==> config.mk <==
export PLATFORM = sky130hd
export DESIGN_NAME = hilo_seq
export DESIGN_NICKNAME = d
export VERILOG_FILES = /design/src/rtl/hilo_seq.sv
export SDC_FILE = /design/constraint.sdc
export NUM_CORES = 1
export LEC_CHECK = 0
export ABC_CLOCK_PERIOD_IN_PS = 1900
export CAP_MARGIN = 0
export CORE_UTILIZATION = 40
export DETAILED_ROUTE_END_ITERATION = 7
export PLACE_DENSITY = 0.88
export SLEW_MARGIN = 15
export SYNTH_ARGS = -nofsm -noshare
export SYNTH_HDL_FRONTEND = slang
export SYNTH_SLANG_ARGS = --single-unit
==> constraint.sdc <==
create_clock -name clk -period 1.9 [get_ports clk]
set_input_delay 0.19 -clock clk [delete_from_list [all_inputs] [get_ports clk]]
set_output_delay 0.19 -clock clk [all_outputs]
set_load 0.02 [all_outputs]
==> src/rtl/hilo_seq.sv <==
`default_nettype none
// ============================================================================
// Module      : hilo_seq
// Description : Sequenced HI/LO register stage behind the combinational
//               32x32 multiplier. A MULT/MULTU issue stalls the CPU for
//               MUL_LAT cycles while the product settles. The 64-bit product
//               is then committed into HI/LO. MTHI/MTLO writes are serviced
//               while idle, and HI/LO are always presented for MFHI/MFLO.
//
// Parameters  : MUL_LAT   settle cycles before capture (legal 1..15)
//
// Ports       : clk        system clock, rising edge
//               rst        synchronous active-high reset
//               start_mul  multiply issue strobe (sampled in IDLE only)
//               mul_hi     upper product word from the multiplier
//               mul_lo     lower product word from the multiplier
//               mthi       write wdata into HI (IDLE only)
//               mtlo       write wdata into LO (IDLE only)
//               wdata      GPR data for MTHI/MTLO
//               hi         architectural HI register
//               lo         architectural LO register
//               busy       stall request while a multiply is in flight
//               done       one-cycle pulse after the product is committed
//
// Revision    : 1.0  initial release
// ============================================================================
module hilo_seq #(
    parameter int MUL_LAT = 2
) (
    input  logic        clk,
    input  logic        rst,
    input  logic        start_mul,
    input  logic [31:0] mul_hi,
    input  logic [31:0] mul_lo,
    input  logic        mthi,
    input  logic        mtlo,
    input  logic [31:0] wdata,
    output logic [31:0] hi,
    output logic [31:0] lo,
    output logic        busy,
    output logic        done
);

    localparam logic [0:0] c_IDLE     = 1'b0;
    localparam logic [0:0] c_WAIT     = 1'b1;
    // The counter is loaded with MUL_LAT-1, so the commit lands on the
    // MUL_LAT-th edge after the issue edge.
    localparam logic [3:0] c_CNT_INIT = 4'(MUL_LAT - 1);

    logic [0:0]  r_state;
    logic [3:0]  r_cnt;
    logic [31:0] r_hi;
    logic [31:0] r_lo;
    logic        r_done;

    always_ff @(posedge clk) begin
        if (rst) begin
            // Also aborts an in-flight multiply: no commit, HI/LO cleared.
            r_state <= c_IDLE;
            r_cnt   <= 4'd0;
            r_hi    <= 32'h0000_0000;
            r_lo    <= 32'h0000_0000;
            r_done  <= 1'b0;
        end else begin
            r_done <= 1'b0;
            case (r_state)
                c_IDLE: begin
                    // A move issued together with a multiply is applied now;
                    // the later commit overwrites both registers anyway.
                    if (mthi) begin
                        r_hi <= wdata;
                    end
                    if (mtlo) begin
                        r_lo <= wdata;
                    end
                    if (start_mul) begin
                        r_state <= c_WAIT;
                        r_cnt   <= c_CNT_INIT;
                    end
                end
                c_WAIT: begin
                    // CPU is stalled here; moves and issues are ignored.
                    if (r_cnt != 4'd0) begin
                        r_cnt <= r_cnt - 4'd1;
                    end else begin
                        r_hi    <= mul_hi;
                        r_lo    <= mul_lo;
                        r_done  <= 1'b1;
                        r_state <= c_IDLE;
                    end
                end
                default: begin
                    r_state <= c_IDLE;
                end
            endcase
        end
    end

    assign busy = (r_state == c_WAIT);
    assign done = r_done;
    assign hi   = r_hi;
    assign lo   = r_lo;

endmodule
`default_nettype wire

# Yosys cells after proc, flatten, opt, wreduce, memory -nomap -nowiden
# Cells that the tools add are included.
# word_totals
mem_bits_ro	0
ram_bits	0
elab_cells	30
mem_count	0
register_bits	70
output_inout_bits	66
in_bits	101
latch_bits	0
# op_classes
n_mux	13
bitwise_logic	1
n_mul	0
n_eq_ne	5
magnitude_cmp	0
shifts	0
n_reduce_logical	5
addsub	1
div	0
# ops
operator	n
$mux W32	4
$pmux W32 S2	2
$mux W4	2
$ne A2 B2 Y1 const B	4
$pmux W4 S2	1
$reduce_and A2 Y1	3
$reduce_bool A4 Y1	1
$sub A4 B1 Y4 const B	1
$mux W1	3
$ne A2 B1 Y1 const B	1
$pmux W1 S2	1
$reduce_or A2 Y1	1
$not A1 Y1	1

# Longest topological paths before layout
# depth
word_depth	3
ltp_mapped	8

# Worst setup path after synthesis
# No wires, ideal clock.
# synth_timing
kind	flip-flop to flip-flop
from	reg r_cnt[0]
to	reg r_hi[11] (netlist: hi[11])
setup_ns	0.081
t_arrival_ns	1.579
synth_period_minus_slack_ns	1.660
path_stages_with_launch	9
n_path_buf	3
slack_ns	0.240
required_ns	1.819
path_cell_list	dfxtp_1 > inv_1 > ha_1 > and4bb_1 > buf_2 > or2_1 > buf_2 > buf_6 > a211oi_2
# synth_via
elab_chain_len	3
# synth_rtl
element	line	rtl
start, declared	51	logic [3:0] r_cnt;
start signal, assigned	78	r_cnt <= c_CNT_INIT;
start signal, assigned	84	r_cnt <= r_cnt - 4'd1;
$reduce_bool A4 Y1	83	if (r_cnt != 4'd0) begin
$ne A2 B2 Y1 (no source line)	--	
$reduce_and A2 Y1 (no source line)	--	
end signal, assigned	71	r_hi <= wdata;
end signal, assigned	86	r_hi <= mul_hi;
end, declared	52	logic [31:0] r_hi;
# No other way between the ends.
# A chain may end at the register's enable or synchronous reset.

# Final worst setup path
# layout_timing
from	reg r_cnt[1]
to	reg r_hi[15] (netlist: hi[15])
# The elaborated chain is that of the path after synthesis.

==> out/results.ini <==
[hold_path]
hold_depth=2
hp-start=rst
hp-class=primary input to flop
hold_path_end=done

[yosys]
synth-simple-area-share_pct=11.7
ys.flop_type=dfxtp_1
avgSynthCellArea_um2=10.8
ys_seq_area_share_pct=39.5
synth_fa_ha_area_share_pct=0.706
synth_top_area_cell=dfxtp_1
synth_nets=432
synthTopCellsByCount=70 x dfxtp_1, 65 x nor3_1, 64 x mux2i_1
synthTopCellsByArea=dfxtp_1 40%, a211oi_2 21%, mux2i_1 18%
synth_mux_area_share_pct=18.1
synth-edff-count=0
yosysWarningCount=0
synth_compound_area_share_pct=23.6
synth_xor_area_share_pct=0
yosysTopAreaCellShare_pct=39.5
yosysMostFrequentCell=dfxtp_1
synth_top_family_by_area=compound AO/OA/AOI/OAI gates
synthesis.area_um2=3540
synth.distinct_cells=25
ys_ff_latch=70
netlist_instances=329
async_flop_share_pct=0

[clocking]
clk-insertion-delay-late_ns=0.34
cts_tree=done
root_buffer=clkbuf_8
cts_sinks=70
cts_made_buffers=9
htree_levels=3
postCtsHoldBufs=0
clockBufferDepth=2
clk_transition_reported_paths_ns=0.07

[worst_setup_path]
crit_type=flop to flop
r2r_slack_ns=0.16
cp.arrival_ns=1.99
critPathSlowestCell=dfxtp_1
worstReg2RegEnd=hi[15]
rr_worst_depth=6
cp_max_fo=17
path_cells=inv_1 > ha_1 > and4bb_2 > or2_2 > buf_4 > a211oi_2
end_kind=flop
cpPeakStageDelay_ns=0.37
rr_startpoint=r_cnt[1]
cp_data_required_time_ns=2.15
cp-start-kind=flop

[power]
p_leak_nw=1.93
irDropWorstVdd_uv=517
power.density_nw_per_um2=965

[floorplan]
core-area_um2=8380
die_w_um=96.1
pin_count=167
dieArea_um2=9240
die_h_um=96.1
rows=33
initial_core_util_pct=42.3

[sta]
final_hold_viol_count=0
fin_crit_ns=1.74
skew_ns=0.00864
worst_hold_slack_ns=0.388
worst_pin_slew_ns=0.664
setup_tns_ns=0
period_share_pct=91.8
relSlewSlack_pct=55.7
max_freq_mhz=573
rsz0062_at_grt=no
slew_violations=0
setup_viol=0

[finish]
layout-drive-gt1-share_pct=19.8
areaGrowthSynthToFinish_pct=54.4
final_nets=583
antenna_cells=0
n_fill_cell=669
finalInstanceArea_um2=5470

[global_routing]
antenna_found_initial=0
grt_start_max_net_pins=43
grt_pass1_wl_um=15400
grt_overflow_total=0
grt_usage_pct=21.6
grt_pass1_vias=3221

[route]
drt-total-wl_um=10200
wl_per_cell_um=17.3
first_pass_iters=4
drc_errors=0
ant_nets=0
drtIter0Drc=119
vias_per_cell=5.40
vias=3183

[placed_design]
hpwlAfterDp_um=7500
io_buffers=166
gp_congestion=0.762
postPlaceCellArea_um2=5260

[flow_run]
cap_violations=0

[outcome]
status=finished, final reports clean

## registers in the layout, summed over array words and instances, names as in the netlist
name	count
hi	32
busy	1
lo	32
done	1
r_cnt	4
## metrics by stage
step	power [W]	setup WS (ns)	util, %	cells
after floorplan	0.00317	0.240	-	329
after global routing	0.00553	0.0565	65.3	589
after global placement	0.00396	0.180	62.7	574
after CTS	0.00533	0.0639	65.2	589
after detailed placement	0.00403	0.0760	62.7	574
final	0.00528	0.156	65.3	589
## cell type report
cell class	instances	area [um^2]	area share, %
Clock inverter	5	85.1	1.55
Inverter	2	7.51	0.137
Multi-Input combinational cell	217	1920	35.1
Clock buffer	10	128	2.33
Tap cell	105	131	2.40
Sequential cell	70	1410	25.7
Timing Repair Buffer	180	1790	32.7
## where the power goes
part | switching [W] | internal, W
combinational | 0.00109 | 0.00103
clock | 0.000556 | 0.000737
sequential | 0.000148 | 0.00171
total | 0.00180 | 0.00348
## worst max path at each step
| stage | from | end | slack (ns) | depth (start not counted) |
|---|---|---|---|---|
| 5_1_grt | r_cnt[0] | hi[5] | 0.06 | 6 |
| 6_report | r_cnt[1] | hi[15] | 0.16 | 6 |
| 3_5_place_dp | r_cnt[0] | lo[31] | 0.08 | 6 |
| 3_3_place_gp | r_cnt[0] | lo[31] | 0.18 | 6 |
| 2_1_floorplan | r_cnt[0] | hi[11] | 0.24 | 8 |
| 4_1_cts | r_cnt[0] | lo[31] | 0.06 | 6 |
## logic make-up after synthesis
kind of cell / after synthesis
adder cells (fa/ha/maj): 2
AO/OA/AOI/OAI: 73
AND/OR/NAND/NOR: 78
flip-flops: 70
buffers and inverters: 42
multiplexers: 64
## layout by cell type, fill, tap and decap left out, types with 2 or more instances in the layout
cell / netlist / routed
a211oi_1: 4 / 4
a211oi_2: 60 / 60
a21oi_1: 3 / 3
buf_12: 0 / 2
buf_4: 1 / 12
bufinv_16: 0 / 2
clkbuf_8: 0 / 9
clkdlybuf4s50_1: 0 / 164
clkinv_4: 0 / 2
dfxtp_1: 70 / 68
ha_1: 2 / 2
inv_1: 2 / 2
mux2i_1: 64 / 64
nor2_1: 2 / 2
nor2b_2: 0 / 2
nor3_1: 65 / 65
o21ai_0: 3 / 3
or2_2: 0 / 2
## worst max-delay path, delay by kind of cell, from the launching register on
family | cells | cell delay [ns]
and+or+nand+nor | 2 | 0.57
DFF | 1 | 0.37
buffers and inverters | 2 | 0.31
AOI/OAI and AO/OA | 1 | 0.22
adders and majority gates | 1 | 0.20
## metal layers
| metal | vias up | share of wire, % | track usage, % |
|---|---|---|---|
| li1 | 1546 | - | - |
| met5 | - | 0 | 0 |
| met4 | 0 | 0.54 | 3.36 |
| met1 | 1511 | 40 | 24.5 |
| met2 | 119 | 51 | 40.5 |
| met3 | 7 | 8.1 | 5.85 |
## what timing repair did
| item | CTS | global route |
|---|---|---|
| endpoints found under the setup margin | 1 | 6 |
| gates resized for setup | 1 | 2 |
| buffers inserted | 0 | 0 |
| pin swaps | 0 | 0 |
| gates cloned | 0 | 0 |
No activity file was read; power rests on OpenSTA's default activity.
